## config.mk

```make
export PLATFORM = sky130hd
export DESIGN_NAME = mips32_test_sequencer_flat
export DESIGN_NICKNAME = d
export VERILOG_FILES = /design/src/rtl/mips32_test_sequencer_if.sv /design/src/rtl/mips32_test_sequencer.sv /design/src/flat_wrapper.sv
export SDC_FILE = /design/constraint.sdc
export NUM_CORES = 1
export LEC_CHECK = 0
export ABC_AREA = 1
export CAP_MARGIN = 5
export CORE_MARGIN = 5
export CORE_UTILIZATION = 30
export DETAILED_ROUTE_END_ITERATION = 7
export HOLD_SLACK_MARGIN = 0.1
export SKIP_CTS_REPAIR_TIMING = 1
export SYNTH_ARGS = -nofsm -noshare
export SYNTH_HDL_FRONTEND = slang
export SYNTH_SLANG_ARGS = --single-unit
```

## constraint.sdc

```tcl
create_clock -name clk1 -period 1.9 [get_ports clk1]
set_input_delay 0.38 -clock clk1 [delete_from_list [all_inputs] [get_ports clk1]]
set_output_delay 0.38 -clock clk1 [all_outputs]
set_load 0.02 [all_outputs]
```

## src/rtl/mips32_test_sequencer_if.sv

```systemverilog
// Bus between the self-check sequencer and the test table, the core memory
// and the core run/halt controls.
interface mips32_test_sequencer_if #(
  parameter int DATA_W = 32,
  parameter int ADDR_W = 10,
  parameter int IDX_W  = 5
);
  logic [IDX_W-1:0]  tbl_idx;
  logic [ADDR_W-1:0] tbl_addr;
  logic [DATA_W-1:0] tbl_data;
  logic              mem_we;
  logic [ADDR_W-1:0] mem_addr;
  logic [DATA_W-1:0] mem_wdata;
  logic [DATA_W-1:0] mem_rdata;
  logic              core_run;
  logic              core_halted;

  modport master (
    output tbl_idx, mem_we, mem_addr, mem_wdata, core_run,
    input  tbl_addr, tbl_data, mem_rdata, core_halted
  );

  modport slave (
    input  tbl_idx, mem_we, mem_addr, mem_wdata, core_run,
    output tbl_addr, tbl_data, mem_rdata, core_halted
  );
endinterface

```

## src/rtl/mips32_test_sequencer.sv

```systemverilog
// Self-check harness for pipe_MIPS32: preload program and data from a table,
// run the core until HALTED or timeout, then compare check addresses.
module mips32_test_sequencer #(
  parameter int DATA_W      = 32,
  parameter int ADDR_W      = 10,
  parameter int PROG_DEPTH  = 8,
  parameter int INIT_DEPTH  = 1,
  parameter int CHECK_DEPTH = 2,
  parameter int TIMEOUT     = 1000,
  parameter int IDX_W       = 5
) (
  input  logic                   clk1,
  input  logic                   reset,
  input  logic                   start,
  mips32_test_sequencer_if.master bus,
  output logic                   busy,
  output logic                   done,
  output logic                   pass,
  output logic                   timeout_err,
  output logic [IDX_W-1:0]       fail_idx
);

  localparam int LOAD_LAST = PROG_DEPTH + INIT_DEPTH - 1;
  localparam int CHK_FIRST = PROG_DEPTH + INIT_DEPTH;
  localparam int CHK_LAST  = PROG_DEPTH + INIT_DEPTH + CHECK_DEPTH - 1;
  localparam int CNT_W     = $clog2(TIMEOUT);

  typedef enum logic [2:0] {
    S_IDLE, S_LOAD, S_RUN, S_CHECK_RD, S_CHECK_CMP, S_DONE
  } state_t;

  state_t            state_q, state_d;
  logic [IDX_W-1:0]  tbl_idx_q, tbl_idx_d;
  logic [CNT_W-1:0]  cnt_q, cnt_d;
  logic              pass_q, pass_d;
  logic              timeout_q, timeout_d;
  logic [IDX_W-1:0]  fail_idx_q, fail_idx_d;

  always_ff @(posedge clk1 or posedge reset) begin
    if (reset) begin
      state_q    <= S_IDLE;
      tbl_idx_q  <= '0;
      cnt_q      <= '0;
      pass_q     <= 1'b0;
      timeout_q  <= 1'b0;
      fail_idx_q <= '0;
    end else begin
      state_q    <= state_d;
      tbl_idx_q  <= tbl_idx_d;
      cnt_q      <= cnt_d;
      pass_q     <= pass_d;
      timeout_q  <= timeout_d;
      fail_idx_q <= fail_idx_d;
    end
  end

  // Bus outputs are decoded from state so an asynchronous reset drops them at once.
  always_comb begin
    state_d       = state_q;
    tbl_idx_d     = tbl_idx_q;
    cnt_d         = cnt_q;
    pass_d        = pass_q;
    timeout_d     = timeout_q;
    fail_idx_d    = fail_idx_q;
    bus.mem_we    = 1'b0;
    bus.mem_addr  = '0;
    bus.mem_wdata = '0;
    bus.core_run  = 1'b0;

    case (state_q)
      S_IDLE, S_DONE: begin
        if (start) begin
          pass_d     = 1'b0;
          timeout_d  = 1'b0;
          fail_idx_d = '0;
          tbl_idx_d  = '0;
          state_d    = S_LOAD;
        end
      end

      S_LOAD: begin
        bus.mem_we    = 1'b1;
        bus.mem_addr  = bus.tbl_addr;
        bus.mem_wdata = bus.tbl_data;
        if (tbl_idx_q == IDX_W'(LOAD_LAST)) begin
          cnt_d   = '0;
          state_d = S_RUN;
        end else begin
          tbl_idx_d = tbl_idx_q + 1'b1;
        end
      end

      S_RUN: begin
        bus.core_run = 1'b1;
        // The halt flag may still be stale from a previous run on cycle 0.
        if (cnt_q != '0 && bus.core_halted) begin
          if (CHECK_DEPTH == 0) begin
            pass_d  = 1'b1;
            state_d = S_DONE;
          end else begin
            tbl_idx_d = IDX_W'(CHK_FIRST);
            state_d   = S_CHECK_RD;
          end
        end else if (cnt_q == CNT_W'(TIMEOUT - 1)) begin
          timeout_d = 1'b1;
          pass_d    = 1'b0;
          state_d   = S_DONE;
        end else begin
          cnt_d = cnt_q + 1'b1;
        end
      end

      S_CHECK_RD: begin
        bus.mem_addr = bus.tbl_addr;
        state_d      = S_CHECK_CMP;
      end

      S_CHECK_CMP: begin
        bus.mem_addr = bus.tbl_addr;
        if (bus.mem_rdata != bus.tbl_data) begin
          fail_idx_d = tbl_idx_q;
          pass_d     = 1'b0;
          state_d    = S_DONE;
        end else if (tbl_idx_q == IDX_W'(CHK_LAST)) begin
          pass_d  = 1'b1;
          state_d = S_DONE;
        end else begin
          tbl_idx_d = tbl_idx_q + 1'b1;
          state_d   = S_CHECK_RD;
        end
      end

      default: state_d = S_IDLE;
    endcase
  end

  assign bus.tbl_idx = tbl_idx_q;
  assign busy        = (state_q == S_LOAD) || (state_q == S_RUN) ||
                       (state_q == S_CHECK_RD) || (state_q == S_CHECK_CMP);
  assign done        = (state_q == S_DONE);
  assign pass        = pass_q;
  assign timeout_err = timeout_q;
  assign fail_idx    = fail_idx_q;

endmodule

```

## src/flat_wrapper.sv

```systemverilog
// flat-port wrapper written by rule: the top's interface ports become plain ports
module mips32_test_sequencer_flat 
#(
  parameter int DATA_W      = 32,
  parameter int ADDR_W      = 10,
  parameter int PROG_DEPTH  = 8,
  parameter int INIT_DEPTH  = 1,
  parameter int CHECK_DEPTH = 2,
  parameter int TIMEOUT     = 1000,
  parameter int IDX_W       = 5
)
  (clk1, reset, start, busy, done, pass, timeout_err, fail_idx, bus_tbl_idx, bus_mem_we, bus_mem_addr, bus_mem_wdata, bus_core_run, bus_tbl_addr, bus_tbl_data, bus_mem_rdata, bus_core_halted);
  mips32_test_sequencer_if #(.DATA_W(DATA_W), .ADDR_W(ADDR_W), .IDX_W(IDX_W)) bus_i ();
  input  logic clk1;
  input  logic reset;
  input  logic start;
  output logic busy;
  output logic done;
  output logic pass;
  output logic timeout_err;
  output logic [IDX_W-1:0] fail_idx;
  output wire logic [$bits(bus_i.tbl_idx)-1:0] bus_tbl_idx;
  output wire logic [$bits(bus_i.mem_we)-1:0] bus_mem_we;
  output wire logic [$bits(bus_i.mem_addr)-1:0] bus_mem_addr;
  output wire logic [$bits(bus_i.mem_wdata)-1:0] bus_mem_wdata;
  output wire logic [$bits(bus_i.core_run)-1:0] bus_core_run;
  input wire logic [$bits(bus_i.tbl_addr)-1:0] bus_tbl_addr;
  input wire logic [$bits(bus_i.tbl_data)-1:0] bus_tbl_data;
  input wire logic [$bits(bus_i.mem_rdata)-1:0] bus_mem_rdata;
  input wire logic [$bits(bus_i.core_halted)-1:0] bus_core_halted;
  assign bus_tbl_idx = bus_i.tbl_idx;
  assign bus_mem_we = bus_i.mem_we;
  assign bus_mem_addr = bus_i.mem_addr;
  assign bus_mem_wdata = bus_i.mem_wdata;
  assign bus_core_run = bus_i.core_run;
  assign bus_i.tbl_addr = bus_tbl_addr;
  assign bus_i.tbl_data = bus_tbl_data;
  assign bus_i.mem_rdata = bus_mem_rdata;
  assign bus_i.core_halted = bus_core_halted;
  mips32_test_sequencer #(.DATA_W(DATA_W), .ADDR_W(ADDR_W), .PROG_DEPTH(PROG_DEPTH), .INIT_DEPTH(INIT_DEPTH), .CHECK_DEPTH(CHECK_DEPTH), .TIMEOUT(TIMEOUT), .IDX_W(IDX_W)) u_core (.clk1(clk1), .reset(reset), .start(start), .bus(bus_i), .busy(busy), .done(done), .pass(pass), .timeout_err(timeout_err), .fail_idx(fail_idx));
endmodule
```

==> qor.yml <==
outcome: "complete, but fails checks"
violations: "negative setup slack"
drive_gt1_frac: 0.251
drcViolationCount: 0
worstHoldPathType: "input pin to async pin"
crit_start: "u_core.state_q[1]$_DFFE_PP0P_"
fp.dieH_um: 102
vias_per_cell: 4.48
critical_path.max_fanout: 17
vias: 3232
setup_viol: 39
fin_ws_ns: -0.0626
fin_util: 0.558
startpoint_type: "flip-flop"
period_needed_ns: 1.96
die_area_um2: 10500
synth_compound_area_frac: 0.0664
rsz0062_at_grt: "true"
start_util: 0.310
place_congestion: 0.923
clk_latency_ns: 0.28
first_pass_iters: 4
ys_ff_latch: 25
synth_xor_area_frac: 0.0922
yosys.area_share.simple: 0.431
cts_buffers: 3
worstPathCellList: "inv_2, nand2_2, nor2_4, inv_2, buf_12, nor2_1, buf_4"
drv_slew: 0
grt_pass1_wl_um: 14400
io_buffers: 135
cts_tree: "built"
tightest_slew_ns: 0.325
whs_ns: 0.453
wl_per_cell_um: 13.1
ys_types: 32
coreArea_um2: 8260
cts_sinks: 25
grt.overflow.total: 0
critPathMostFrequentCell: "inv_2"
fmax_ghz: 0.510
postSynthAreaPerCell_um2: 5.85
crit_type: "flip-flop to output port"
crit_family: "buffers and inverters"
crit_path_end_kind: "output port"
synth.most_common_cell: "nand2_1"
p_leak_nw: 2.43
synth_top_family_by_area: "simple AND/OR/NAND/NOR gates"
drtIter0Drc: 128
max_cap_violations: 0
antenna_cells: 0
rr_startpoint: "u_core.state_q[1]$_DFFE_PP0P_"
post-place-ws_ns: -0.319
rows: 33
syn-cell-area_um2: 2560
area_growth_pct: 79.6
clk_pin_slew_worst_paths_ns: 0.09
grt_pass1_vias: 3008
antenna_left: 0
ys_seq_area_frac: 0.244
num-nets-final: 701
place_area_um2: 4290
ys_top_cells_by_count: "154 x nand2_1, 77 x inv_1, 73 x nor2_1"
antenna_found_initial: 0
synth_area_leaders: "dfrtp_1 24%, nand2_1 23%, inv_1 11%"
cp_data_arrival_time_ns: 1.58
cts_max_level: 1
drt-total-wl_um: 9490
cpPeakStageDelay_ns: 0.46
ctsLongestPathBuffers: 2
postLayoutCellArea_um2: 4600
critPathRequiredTime_ns: 1.52
die_x_um: 102
synth_nets: 521
maxSlewHeadroom: 0.783
grt_max_degree: 34
synthMuxAreaShare: 0
syn_inst: 438
synthAdderAreaFrac: 0.0244
ir_worst_vdd_v: 0.000457
total_power_mw: 5.05
yosysTopAreaCell: "dfrtp_1"
finalHoldViolCount: 0
cpMaxStageDelayCell: "dfrtp_2"
yosys_warnings: 0
synth_top_area_frac: 0.244
num_io_pins: 136
synth_edf_count: 0
fin_skew_ns: 0.00932
dpl.hpwl_um: 7500
synth_flop_cell: "dfrtp_1"
cts-root-buf: "clkbuf_8"
pwr_density_cell_nw_per_um2: 1100
grt_util_all_layers: 0.170
critPathBufInv: 4
period_share: 1.03
synthArstFlopShare: 1.00
==> power by group <==
group	internal, mW	total, mW	leakage (nW)	switching, mW
Sequential	0.620	0.722	0.339	0.102
Combinational	1.82	4.00	2.06	2.18
Clock	0.147	0.324	0.0255	0.177
Total	2.59	5.05	2.43	2.46
==> final timing paths <==
kind,endpoint,slack [ns],depth (start not counted)
max,bus_mem_wdata[22],-0.06,7
min,u_core.timeout_err$_DFFE_PP0P_,0.45,3
max reg2reg,u_core.bus.tbl_idx[3]$_DFFE_PP0P_,0.05,12
min reg2reg,u_core.fail_idx[4]$_DFFE_PP0P_,0.49,2
max in group asynchronous,u_core.state_q[2]$_DFFE_PP0P_,1.18,3
min in group clk1,u_core.fail_idx[4]$_DFFE_PP0P_,0.49,2
==> cell type report <==
class                      count  area, um2
inverter                      83        324
tap                          105        131
clock buffer                   3       41.3
timing repair buffer         182       1720
fill                         841       3650
clock inverter                 1       5.00
multi-input combinational    323       1750
sequential                    25        628
==> flip-flops by register name, indices dropped and copies added (netlist names) <==
register	flops
u_core.bus.tbl_idx	5
u_core.cnt_q	10
u_core.fail_idx	5
u_core.pass	1
u_core.state_q	3
u_core.timeout_err	1
==> worst reg2reg max path, delay by kind of cell, from the launching register on <==
family | cells | cell delay, ns
compound gates | 2 | 0.31
buf+inv | 4 | 0.51
flops | 1 | 0.43
simple gates | 6 | 0.50
==> metrics by stage <==
step                      std cells  setup TNS, ns
after detailed placement        706          -9.82
final                           722          -1.15
after global placement          706          -8.86
after CTS                       710         -21.66
after floorplan                 438              0
after global routing            722          -5.38
==> cells by family (layout without fill, tap and decap cells) <==
| logic type | Yosys count | in the layout |
|---|---|---|
| compound gates | 26 | 26 |
| flops | 25 | 25 |
| buf+inv | 90 | 269 |
| xor+xnor | 27 | 27 |
| fa+ha+maj | 5 | 5 |
| simple gates | 265 | 265 |
==> placed cells by master (no fill, tap or decap), drive strengths merged, types with 2 or more instances in the layout <==
| cell type | count |
|---|---|
| a21oi | 2 |
| nor3 | 5 |
| dfrtp | 25 |
| dlymetal6s2s | 2 |
| inv | 83 |
| nand3 | 18 |
| buf | 87 |
| nor2 | 76 |
| xor2 | 7 |
| o21ai | 22 |
| clkbuf | 7 |
| nand2 | 157 |
| xnor2 | 20 |
| clkdlybuf4s50 | 89 |
| nand4 | 7 |
| ha | 5 |
==> routing by layer <==
layer  vias to the layer above  track usage  routed length [um]
met1                      1465        0.211                3930
met2                        98        0.320                4910
met4                         0       0.0161                  41
met5                         -            0                   0
met3                         4       0.0246                 612
li1                       1665            -                   -
No activity file was read; power rests on OpenSTA's default activity.
